[src/rtl/uart_regs_fifo_if.sv]
// Register bus between the APB slave decode and uart_regs_fifo.
// The master drives one-cycle read/write strobes with a byte address; the
// slave answers reads with registered data one cycle after the strobe.
interface uart_regs_fifo_if #(
   parameter int AW = 8,
   parameter int DW = 32
);
   logic [AW-1:0] addr_i;
   logic          write_en_i;
   logic [DW-1:0] write_data_i;
   logic          read_en_i;
   logic [DW-1:0] read_data_o;

   modport master (
      output addr_i,
      output write_en_i,
      output write_data_i,
      output read_en_i,
      input  read_data_o
   );

   modport slave (
      input  addr_i,
      input  write_en_i,
      input  write_data_i,
      input  read_en_i,
      output read_data_o
   );
endinterface

[src/rtl/uart_regs_fifo.sv]
// UART register block with TX/RX FIFOs, baud divisor, sticky error flags,
// FIFO level reporting and a registered level interrupt.
// Optional feature: define UART_REGS_LOOPBACK_EN to make CTRL[7] a loopback
// enable that routes every TX FIFO pop straight into the RX FIFO.
//
// TX handshake: tx_valid_o is derived only from registered state and never
// looks at tx_ready_i; a byte leaves the TX FIFO on every clk_i edge where
// tx_valid_o && tx_ready_i. tx_ready_i may depend on tx_valid_o. The engine
// must tolerate tx_valid_o dropping without a transfer (flush or reset).
module uart_regs_fifo #(
   parameter int DW       = 32,
   parameter int AW       = 8,
   parameter int TX_DEPTH = 8,
   parameter int RX_DEPTH = 8,
   parameter int DIV_W    = 16,
   parameter int DIV_RST  = 868
) (
   input  logic             clk_i,
   input  logic             reset_i,
   uart_regs_fifo_if.slave  bus,
   output logic             tx_enable_o,
   output logic             rx_enable_o,
   output logic [DIV_W-1:0] baud_div_o,
   output logic [7:0]       tx_data_o,
   output logic             tx_valid_o,
   input  logic             tx_ready_i,
   input  logic             tx_busy_i,
   input  logic [7:0]       rx_data_i,
   input  logic             rx_valid_i,
   input  logic             rx_frame_err_i,
   output logic             irq_o
);

   localparam int TX_PW = $clog2(TX_DEPTH);
   localparam int TX_CW = TX_PW + 1;
   localparam int RX_PW = $clog2(RX_DEPTH);
   localparam int RX_CW = RX_PW + 1;

   localparam logic [AW-1:0] A_CTRL   = AW'(8'h00);
   localparam logic [AW-1:0] A_STATUS = AW'(8'h04);
   localparam logic [AW-1:0] A_TXD    = AW'(8'h08);
   localparam logic [AW-1:0] A_RXD    = AW'(8'h0C);
   localparam logic [AW-1:0] A_BAUD   = AW'(8'h10);
   localparam logic [AW-1:0] A_LEVEL  = AW'(8'h14);

   // ---------------------------------------------------------------------
   // Address decode
   // ---------------------------------------------------------------------
   logic wr_ctrl, wr_status, wr_txd, wr_baud, rd_rxd;
   logic tx_flush, rx_flush;

   assign wr_ctrl   = bus.write_en_i && (bus.addr_i == A_CTRL);
   assign wr_status = bus.write_en_i && (bus.addr_i == A_STATUS);
   assign wr_txd    = bus.write_en_i && (bus.addr_i == A_TXD);
   assign wr_baud   = bus.write_en_i && (bus.addr_i == A_BAUD);
   assign rd_rxd    = bus.read_en_i  && (bus.addr_i == A_RXD);

   // Flush bits are write-one pulses; they never get stored.
   assign tx_flush  = wr_ctrl && bus.write_data_i[5];
   assign rx_flush  = wr_ctrl && bus.write_data_i[6];

   // Only part of the write bus is consumed by the register map.
   logic unused_wdata;
   assign unused_wdata = ^bus.write_data_i;

   // ---------------------------------------------------------------------
   // Control and baud registers
   // ---------------------------------------------------------------------
   logic             tx_en_q, rx_en_q, tx_irq_en_q, rx_irq_en_q, err_irq_en_q;
   logic [DIV_W-1:0] baud_q;
   logic [7:0]       ctrl_rd;

   // CTRL enable bits update on a CTRL write.
   always_ff @(posedge clk_i) begin
      if (reset_i) begin
         tx_en_q      <= 1'b0;
         rx_en_q      <= 1'b0;
         tx_irq_en_q  <= 1'b0;
         rx_irq_en_q  <= 1'b0;
         err_irq_en_q <= 1'b0;
      end else if (wr_ctrl) begin
         tx_en_q      <= bus.write_data_i[0];
         rx_en_q      <= bus.write_data_i[1];
         tx_irq_en_q  <= bus.write_data_i[2];
         rx_irq_en_q  <= bus.write_data_i[3];
         err_irq_en_q <= bus.write_data_i[4];
      end
   end

   // Baud divisor register.
   always_ff @(posedge clk_i) begin
      if (reset_i) baud_q <= DIV_W'(DIV_RST);
      else if (wr_baud) baud_q <= bus.write_data_i[DIV_W-1:0];
   end

   assign tx_enable_o = tx_en_q;
   assign rx_enable_o = rx_en_q;
   assign baud_div_o  = baud_q;

   // ---------------------------------------------------------------------
   // FIFO state
   // ---------------------------------------------------------------------
   logic [7:0]       tx_mem [TX_DEPTH];
   logic [TX_PW-1:0] tx_wr_ptr, tx_rd_ptr;
   logic [TX_CW-1:0] tx_count;
   logic             tx_full, tx_empty, tx_push, tx_pop, tx_pop_req;
   logic [7:0]       tx_head;

   logic [7:0]       rx_mem [RX_DEPTH];
   logic [RX_PW-1:0] rx_wr_ptr, rx_rd_ptr;
   logic [RX_CW-1:0] rx_count;
   logic             rx_full, rx_empty, rx_push, rx_pop, rx_push_req;
   logic [7:0]       rx_head, rx_push_data;
   logic             frame_set;

   assign tx_full  = (tx_count == TX_CW'(TX_DEPTH));
   assign tx_empty = (tx_count == '0);
   assign rx_full  = (rx_count == RX_CW'(RX_DEPTH));
   assign rx_empty = (rx_count == '0);
   assign tx_head  = tx_mem[tx_rd_ptr];
   assign rx_head  = rx_mem[rx_rd_ptr];

   // Show-ahead head of the TX FIFO; held at zero while the FIFO is empty.
   assign tx_data_o = tx_empty ? 8'h00 : tx_head;

`ifdef UART_REGS_LOOPBACK_EN
   logic loopback_q;

   // Loopback enable lives in CTRL[7].
   always_ff @(posedge clk_i) begin
      if (reset_i) loopback_q <= 1'b0;
      else if (wr_ctrl) loopback_q <= bus.write_data_i[7];
   end

   // In loopback the engine is bypassed: pop whenever data is available.
   assign tx_valid_o   = tx_en_q & ~tx_empty & ~loopback_q;
   assign tx_pop_req   = loopback_q ? (tx_en_q & ~tx_empty) : (tx_valid_o & tx_ready_i);
   assign rx_push_req  = rx_en_q & (loopback_q ? tx_pop : rx_valid_i);
   assign rx_push_data = loopback_q ? tx_head : rx_data_i;
   assign frame_set    = ~loopback_q & rx_en_q & rx_valid_i & rx_frame_err_i;
   assign ctrl_rd      = {loopback_q, 2'b00, err_irq_en_q, rx_irq_en_q,
                          tx_irq_en_q, rx_en_q, tx_en_q};
`else
   assign tx_valid_o   = tx_en_q & ~tx_empty;
   assign tx_pop_req   = tx_valid_o & tx_ready_i;
   assign rx_push_req  = rx_en_q & rx_valid_i;
   assign rx_push_data = rx_data_i;
   assign frame_set    = rx_en_q & rx_valid_i & rx_frame_err_i;
   assign ctrl_rd      = {3'b000, err_irq_en_q, rx_irq_en_q,
                          tx_irq_en_q, rx_en_q, tx_en_q};
`endif

   // Flush wins over push/pop; a same-cycle pop frees a slot in a full FIFO.
   assign tx_pop  = tx_pop_req & ~tx_flush;
   assign tx_push = wr_txd & ~tx_flush & (~tx_full | tx_pop);
   assign rx_pop  = rd_rxd & ~rx_empty & ~rx_flush;
   assign rx_push = rx_push_req & ~rx_flush & (~rx_full | rx_pop);

   // TX FIFO pointers and occupancy.
   always_ff @(posedge clk_i) begin
      if (reset_i || tx_flush) begin
         tx_wr_ptr <= '0;
         tx_rd_ptr <= '0;
         tx_count  <= '0;
      end else begin
         if (tx_push) tx_wr_ptr <= tx_wr_ptr + TX_PW'(1);
         if (tx_pop)  tx_rd_ptr <= tx_rd_ptr + TX_PW'(1);
         case ({tx_push, tx_pop})
            2'b10:   tx_count <= tx_count + TX_CW'(1);
            2'b01:   tx_count <= tx_count - TX_CW'(1);
            default: tx_count <= tx_count;
         endcase
      end
   end

   // TX FIFO storage; contents are meaningless while the FIFO is empty.
   always_ff @(posedge clk_i) begin
      if (tx_push) tx_mem[tx_wr_ptr] <= bus.write_data_i[7:0];
   end

   // RX FIFO pointers and occupancy.
   always_ff @(posedge clk_i) begin
      if (reset_i || rx_flush) begin
         rx_wr_ptr <= '0;
         rx_rd_ptr <= '0;
         rx_count  <= '0;
      end else begin
         if (rx_push) rx_wr_ptr <= rx_wr_ptr + RX_PW'(1);
         if (rx_pop)  rx_rd_ptr <= rx_rd_ptr + RX_PW'(1);
         case ({rx_push, rx_pop})
            2'b10:   rx_count <= rx_count + RX_CW'(1);
            2'b01:   rx_count <= rx_count - RX_CW'(1);
            default: rx_count <= rx_count;
         endcase
      end
   end

   // RX FIFO storage.
   always_ff @(posedge clk_i) begin
      if (rx_push) rx_mem[rx_wr_ptr] <= rx_push_data;
   end

   // ---------------------------------------------------------------------
   // Sticky error flags
   // ---------------------------------------------------------------------
   logic       tx_ovf_q, rx_orun_q, frame_err_q;
   logic       tx_ovf_set, rx_orun_set;
   logic [7:0] status;

   // A push is dropped only when the FIFO stays full through the edge.
   assign tx_ovf_set  = wr_txd & ~tx_flush & tx_full & ~tx_pop;
   assign rx_orun_set = rx_push_req & ~rx_flush & rx_full & ~rx_pop;

   // Stickies: a new event beats a same-cycle write-one-to-clear.
   always_ff @(posedge clk_i) begin
      if (reset_i) begin
         tx_ovf_q    <= 1'b0;
         rx_orun_q   <= 1'b0;
         frame_err_q <= 1'b0;
      end else begin
         rx_orun_q   <= rx_orun_set | (rx_orun_q   & ~(wr_status & bus.write_data_i[5]));
         frame_err_q <= frame_set   | (frame_err_q & ~(wr_status & bus.write_data_i[6]));
         tx_ovf_q    <= tx_ovf_set  | (tx_ovf_q    & ~(wr_status & bus.write_data_i[7]));
      end
   end

   assign status = {tx_ovf_q, frame_err_q, rx_orun_q, rx_empty, rx_full,
                    tx_empty, tx_full, tx_busy_i};

   // ---------------------------------------------------------------------
   // Read path and interrupt
   // ---------------------------------------------------------------------
   logic [DW-1:0] rd_mux;
   logic          irq_cond;

   // Read mux over pre-edge state, so a same-cycle write is not seen.
   always_comb begin
      rd_mux = '0;
      case (bus.addr_i)
         A_CTRL:   rd_mux[7:0] = ctrl_rd;
         A_STATUS: rd_mux[7:0] = status;
         A_RXD: begin
            rd_mux[8]   = ~rx_empty;
            rd_mux[7:0] = rx_empty ? 8'h00 : rx_head;
         end
         A_BAUD:   rd_mux[DIV_W-1:0] = baud_q;
         A_LEVEL: begin
            rd_mux[15:0]  = 16'(tx_count);
            rd_mux[31:16] = 16'(rx_count);
         end
         default:  rd_mux = '0;
      endcase
   end

   // Registered read data, held until the next read strobe.
   always_ff @(posedge clk_i) begin
      if (reset_i) bus.read_data_o <= '0;
      else if (bus.read_en_i) bus.read_data_o <= rd_mux;
   end

   assign irq_cond = (tx_irq_en_q & tx_empty) | (rx_irq_en_q & ~rx_empty) |
                     (err_irq_en_q & (|status[7:5]));

   // Interrupt is a registered copy of its condition, one cycle behind.
   always_ff @(posedge clk_i) begin
      if (reset_i) irq_o <= 1'b0;
      else irq_o <= irq_cond;
   end

endmodule

[src/flat_wrapper.sv]
// flat-port wrapper written by rule: the top's interface ports become plain ports
module uart_regs_fifo_flat 
#(
   parameter int DW       = 32,
   parameter int AW       = 8,
   parameter int TX_DEPTH = 8,
   parameter int RX_DEPTH = 8,
   parameter int DIV_W    = 16,
   parameter int DIV_RST  = 868
)
  (clk_i, reset_i, tx_enable_o, rx_enable_o, baud_div_o, tx_data_o, tx_valid_o, tx_ready_i, tx_busy_i, rx_data_i, rx_valid_i, rx_frame_err_i, irq_o, bus_addr_i, bus_write_en_i, bus_write_data_i, bus_read_en_i, bus_read_data_o);
  uart_regs_fifo_if #(.AW(AW), .DW(DW)) bus_i ();
  input  logic clk_i;
  input  logic reset_i;
  output logic tx_enable_o;
  output logic rx_enable_o;
  output logic [DIV_W-1:0] baud_div_o;
  output logic [7:0] tx_data_o;
  output logic tx_valid_o;
  input  logic tx_ready_i;
  input  logic tx_busy_i;
  input  logic [7:0] rx_data_i;
  input  logic rx_valid_i;
  input  logic rx_frame_err_i;
  output logic irq_o;
  input wire logic [$bits(bus_i.addr_i)-1:0] bus_addr_i;
  input wire logic [$bits(bus_i.write_en_i)-1:0] bus_write_en_i;
  input wire logic [$bits(bus_i.write_data_i)-1:0] bus_write_data_i;
  input wire logic [$bits(bus_i.read_en_i)-1:0] bus_read_en_i;
  output wire logic [$bits(bus_i.read_data_o)-1:0] bus_read_data_o;
  assign bus_i.addr_i = bus_addr_i;
  assign bus_i.write_en_i = bus_write_en_i;
  assign bus_i.write_data_i = bus_write_data_i;
  assign bus_i.read_en_i = bus_read_en_i;
  assign bus_read_data_o = bus_i.read_data_o;
  uart_regs_fifo #(.DW(DW), .AW(AW), .TX_DEPTH(TX_DEPTH), .RX_DEPTH(RX_DEPTH), .DIV_W(DIV_W), .DIV_RST(DIV_RST)) u_core (.clk_i(clk_i), .reset_i(reset_i), .bus(bus_i), .tx_enable_o(tx_enable_o), .rx_enable_o(rx_enable_o), .baud_div_o(baud_div_o), .tx_data_o(tx_data_o), .tx_valid_o(tx_valid_o), .tx_ready_i(tx_ready_i), .tx_busy_i(tx_busy_i), .rx_data_i(rx_data_i), .rx_valid_i(rx_valid_i), .rx_frame_err_i(rx_frame_err_i), .irq_o(irq_o));
endmodule
[config.mk]
export PLATFORM = sky130hd
export DESIGN_NAME = uart_regs_fifo_flat
export DESIGN_NICKNAME = d
export VERILOG_FILES = /design/src/rtl/uart_regs_fifo_if.sv /design/src/rtl/uart_regs_fifo.sv /design/src/flat_wrapper.sv
export SDC_FILE = /design/constraint.sdc
export NUM_CORES = 1
export LEC_CHECK = 0
export BUFFER_PORTS_ARGS = -buffer_cell sky130_fd_sc_hd__buf_2
export CAP_MARGIN = 0
export CORE_MARGIN = 2
export CORE_UTILIZATION = 35
export CTS_CLUSTER_SIZE = 28
export DETAILED_ROUTE_END_ITERATION = 16
export GPL_TIMING_DRIVEN = 1
export PLACE_DENSITY = 0.57
export SYNTH_ARGS = -nofsm -noshare
export SYNTH_HDL_FRONTEND = slang
export SYNTH_SLANG_ARGS = --single-unit
export TNS_END_PERCENT = 10
[constraint.sdc]
create_clock -name clk_i -period 4.89 [get_ports clk_i]
set_input_delay 0.978 -clock clk_i [delete_from_list [all_inputs] [get_ports clk_i]]
set_output_delay 0.978 -clock clk_i [all_outputs]
set_load 0.01 [all_outputs]
==> impl_metrics.ini <==
[outcome]
status = completed

[finish]
area_delta_synth_final_pct = 15.3
regArea_um2 = 5270
final_util_pct = 41.3
drive_gt1_share_pct = 27.2
fill_cells = 2186
diodes = 0
nets = 760
multi_input_area_um2 = 2910
final_cells = 1025

[logic_synthesis]
synth-seq-cells = 199
syn_area_per_cell_um2 = 13.8
syn_inst = 613
ys_warn_count = 0
synth_flop_cell = edfxtp_1
ys_types = 65
synth_seq_area_share_pct = 62.4
synth_area_leaders = edfxtp_1 (46%), dfxtp_1 (17%), mux4_2 (9.1%)
synth_enable_flop_cells = 128
netlist_area_um2 = 8440
async_reset_ff_share_pct = 0
yosys.area.top_type_share_pct = 45.5
synth_top_area_cell = edfxtp_1

[place]
port_buffers = 87
pre_cts_slack_ps = 799
hpwl_um = 13700
routabilityCongestion = 0.809
dp_cells = 993

[critical_path]
critPathMaxStageDelay_ps = 630
worst-setup-path-type = in2reg
worstRegToRegCells = 11
worstSetupPathDepth = 13
worst-path-buf-inv = 3
critical_path_arrival_ps = 4030
path_cells = buf_2 -> nor4_2 -> buf_4 -> nand4_4 -> a21boi_4 -> inv_2 -> ha_1 -> xor2_1 -> ha_1 -> a21oi_1 -> xor2_1 -> or3_1 -> a21oi_1
cp_slowest_cell = nor4_2
end_kind = flop
crit_family = simple AND/OR/NAND/NOR gates
critPathRequiredTime_ps = 5270
cp_max_fo = 16
critPathLaunchType = input pin

[clock_network]
cts_resized = 0
clock_sinks = 199
htreeDepth = 4
cts-root-buf = clkbuf_16
cts_setup_buffers = 0
clockBufferDepth = 2
cts_tree = done
worstSkewPairLatency_ps = 440
cts_inserted_buffers = 17
clk_pin_slew_ps = 80
ctsHoldBuffers = 0

[detailed_routing]
drt_wl_total_um = 19300
wire_per_inst_um = 18.8
drc = 0
vias = 5299
dr.pass1.iters = 5
drtIter0Drc = 433
ant_nets = 0
drt-vias-per-instance = 5.17

[power_and_ir_drop]
power_mw = 3.26
power_density_nw_per_um2 = 335
leakage_nw = 3.33
irDropWorstVdd_mv = 0.227

[global_routing]
grt_use_met1_pct = 17.9
grt_pass1_wl_um = 29800
antenna_found_initial = 0
grt_use_met2_pct = 27.6
met3_usage_pct = 3.57
grt_busiest_layer = met2
grt_pass1_vias = 5246
grt_max_degree = 55
grtUsageTotal_pct = 15.3
grt-ovfl-total = 0

[floorplanning]
dieArea_um2 = 25400
die_h_um = 159
floorplan.initialDensity_pct = 35.9
core_um2 = 23500
die_width_um = 159
rows = 56
ios = 116

[timing]
slew_violations = 0
finalSetupViolCount = 0
min_period_over_period_pct = 74.7
clock.fmax_ghz = 0.274
finalCriticalPeriod_ps = 3650
hold_viol = 0
tightestPinTransition_ps = 1130
fin_ws_ps = 1240
rsz0062_at_grt = false
finClkSkew_ps = 10.1
fin_setup_tns_ps = 0
relSlewSlack_pct = 24.3

[worst_hold_path]
hold_depth = 2
worstHoldPathType = reg2reg

[job]
maxCapViolCount = 0
==> worst paths after layout <==
check / from / endpoint / slack (ps)
worst min-delay path: u_core.bus.read_data_o[3] / u_core.bus.read_data_o[3] / 460
worst max-delay path: bus_addr_i[4] / u_core.rx_count[2] / 1240
worst max register to register: u_core.rx_count[0] / u_core.rx_count[2] / 2000
worst min register to register: u_core.bus.read_data_o[3] / u_core.bus.read_data_o[3] / 460
==> cells in the mapped netlist, drive strengths merged (3+ instances only) <==
cell / instances
edfxtp: 128
dfxtp: 71
nand2: 54
nor2: 49
a21oi: 38
mux4: 34
buf: 31
nand3: 26
mux2i: 19
clkbuf: 18
inv: 11
nor3: 11
ha: 10
nand4: 7
nor4b: 7
xor2: 7
mux2: 6
nand2b: 6
or3: 6
nand3b: 5
nor4: 5
o21ai: 5
a211oi: 4
a22oi: 4
a32oi: 4
nor2b: 4
a21o: 3
a221oi: 3
o211ai: 3
==> through the flow <==
stage / hold WS, ps / area, um^2
floorplan: 444 / 8480
global placement: 445 / 9150
detailed placement: 441 / 9150
CTS: 459 / 9730
global route: 491 / 9730
finish: 461 / 9730
==> cell type report <==
class | count | area share, %
multi-input combinational | 364 | 29.9
inverter | 12 | 0.463
clock inverter | 14 | 1.61
clock buffer | 18 | 4.41
timing repair buffer | 99 | 5.40
tap | 319 | 4.10
sequential | 199 | 54.1
==> registers in the layout (all words and copies together) (netlist names), named ones only <==
register / cells
u_core.tx_ovf_q: 1
u_core.baud_div_o: 16
u_core.rx_orun_q: 1
u_core.frame_err_q: 1
u_core.rx_irq_en_q: 1
u_core.tx_irq_en_q: 1
u_core.tx_mem: 64
u_core.rx_rd_ptr: 3
u_core.err_irq_en_q: 1
u_core.rx_wr_ptr: 3
u_core.tx_rd_ptr: 3
u_core.bus.read_data_o: 20
u_core.rx_mem: 64
u_core.rx_enable_o: 1
u_core.tx_count: 4
u_core.irq_o: 1
u_core.rx_count: 4
u_core.tx_wr_ptr: 3
u_core.tx_enable_o: 1
==> cell families after synthesis <==
group / after synthesis / share of synthesized area, %
compound gates: 80 / 6.89
xor+xnor: 8 / 0.830
fa+ha+maj: 11 / 1.72
buf+inv: 61 / 3.63
flops: 199 / 62.4
mux: 59 / 12.1
other cells: 1 / 0.0444
simple gates: 194 / 12.4
==> routing by layer <==
layer | part of all wire [%] | vias to the layer above
li1 | - | 2466
met1 | 41 | 2666
met2 | 53 | 141
met3 | 4.5 | 26
met4 | 2.2 | 0
met5 | 0 | -
==> cells in the final DEF (no fill, tap or decap), types with 17 or more instances in the layout <==
cell	count
edfxtp_1	128
buf_2	87
dfxtp_1	71
nand2_1	53
nor2_1	49
a21oi_1	38
mux4_2	34
nand3_1	26
mux2i_1	19
clkbuf_16	17
==> tightest hold or removal path, delay by kind of cell (launching register included) <==
kind	cells	cell delay (ps)
DFF	1	330
and+or+nand+nor	2	100
==> where the power goes <==
group	internal [mW]	switching, mW
clock network	0.727	0.658
logic	0.0243	0.0650
registers	1.78	0.00156
total	2.54	0.724
No activity file was read; power rests on OpenSTA's default activity.
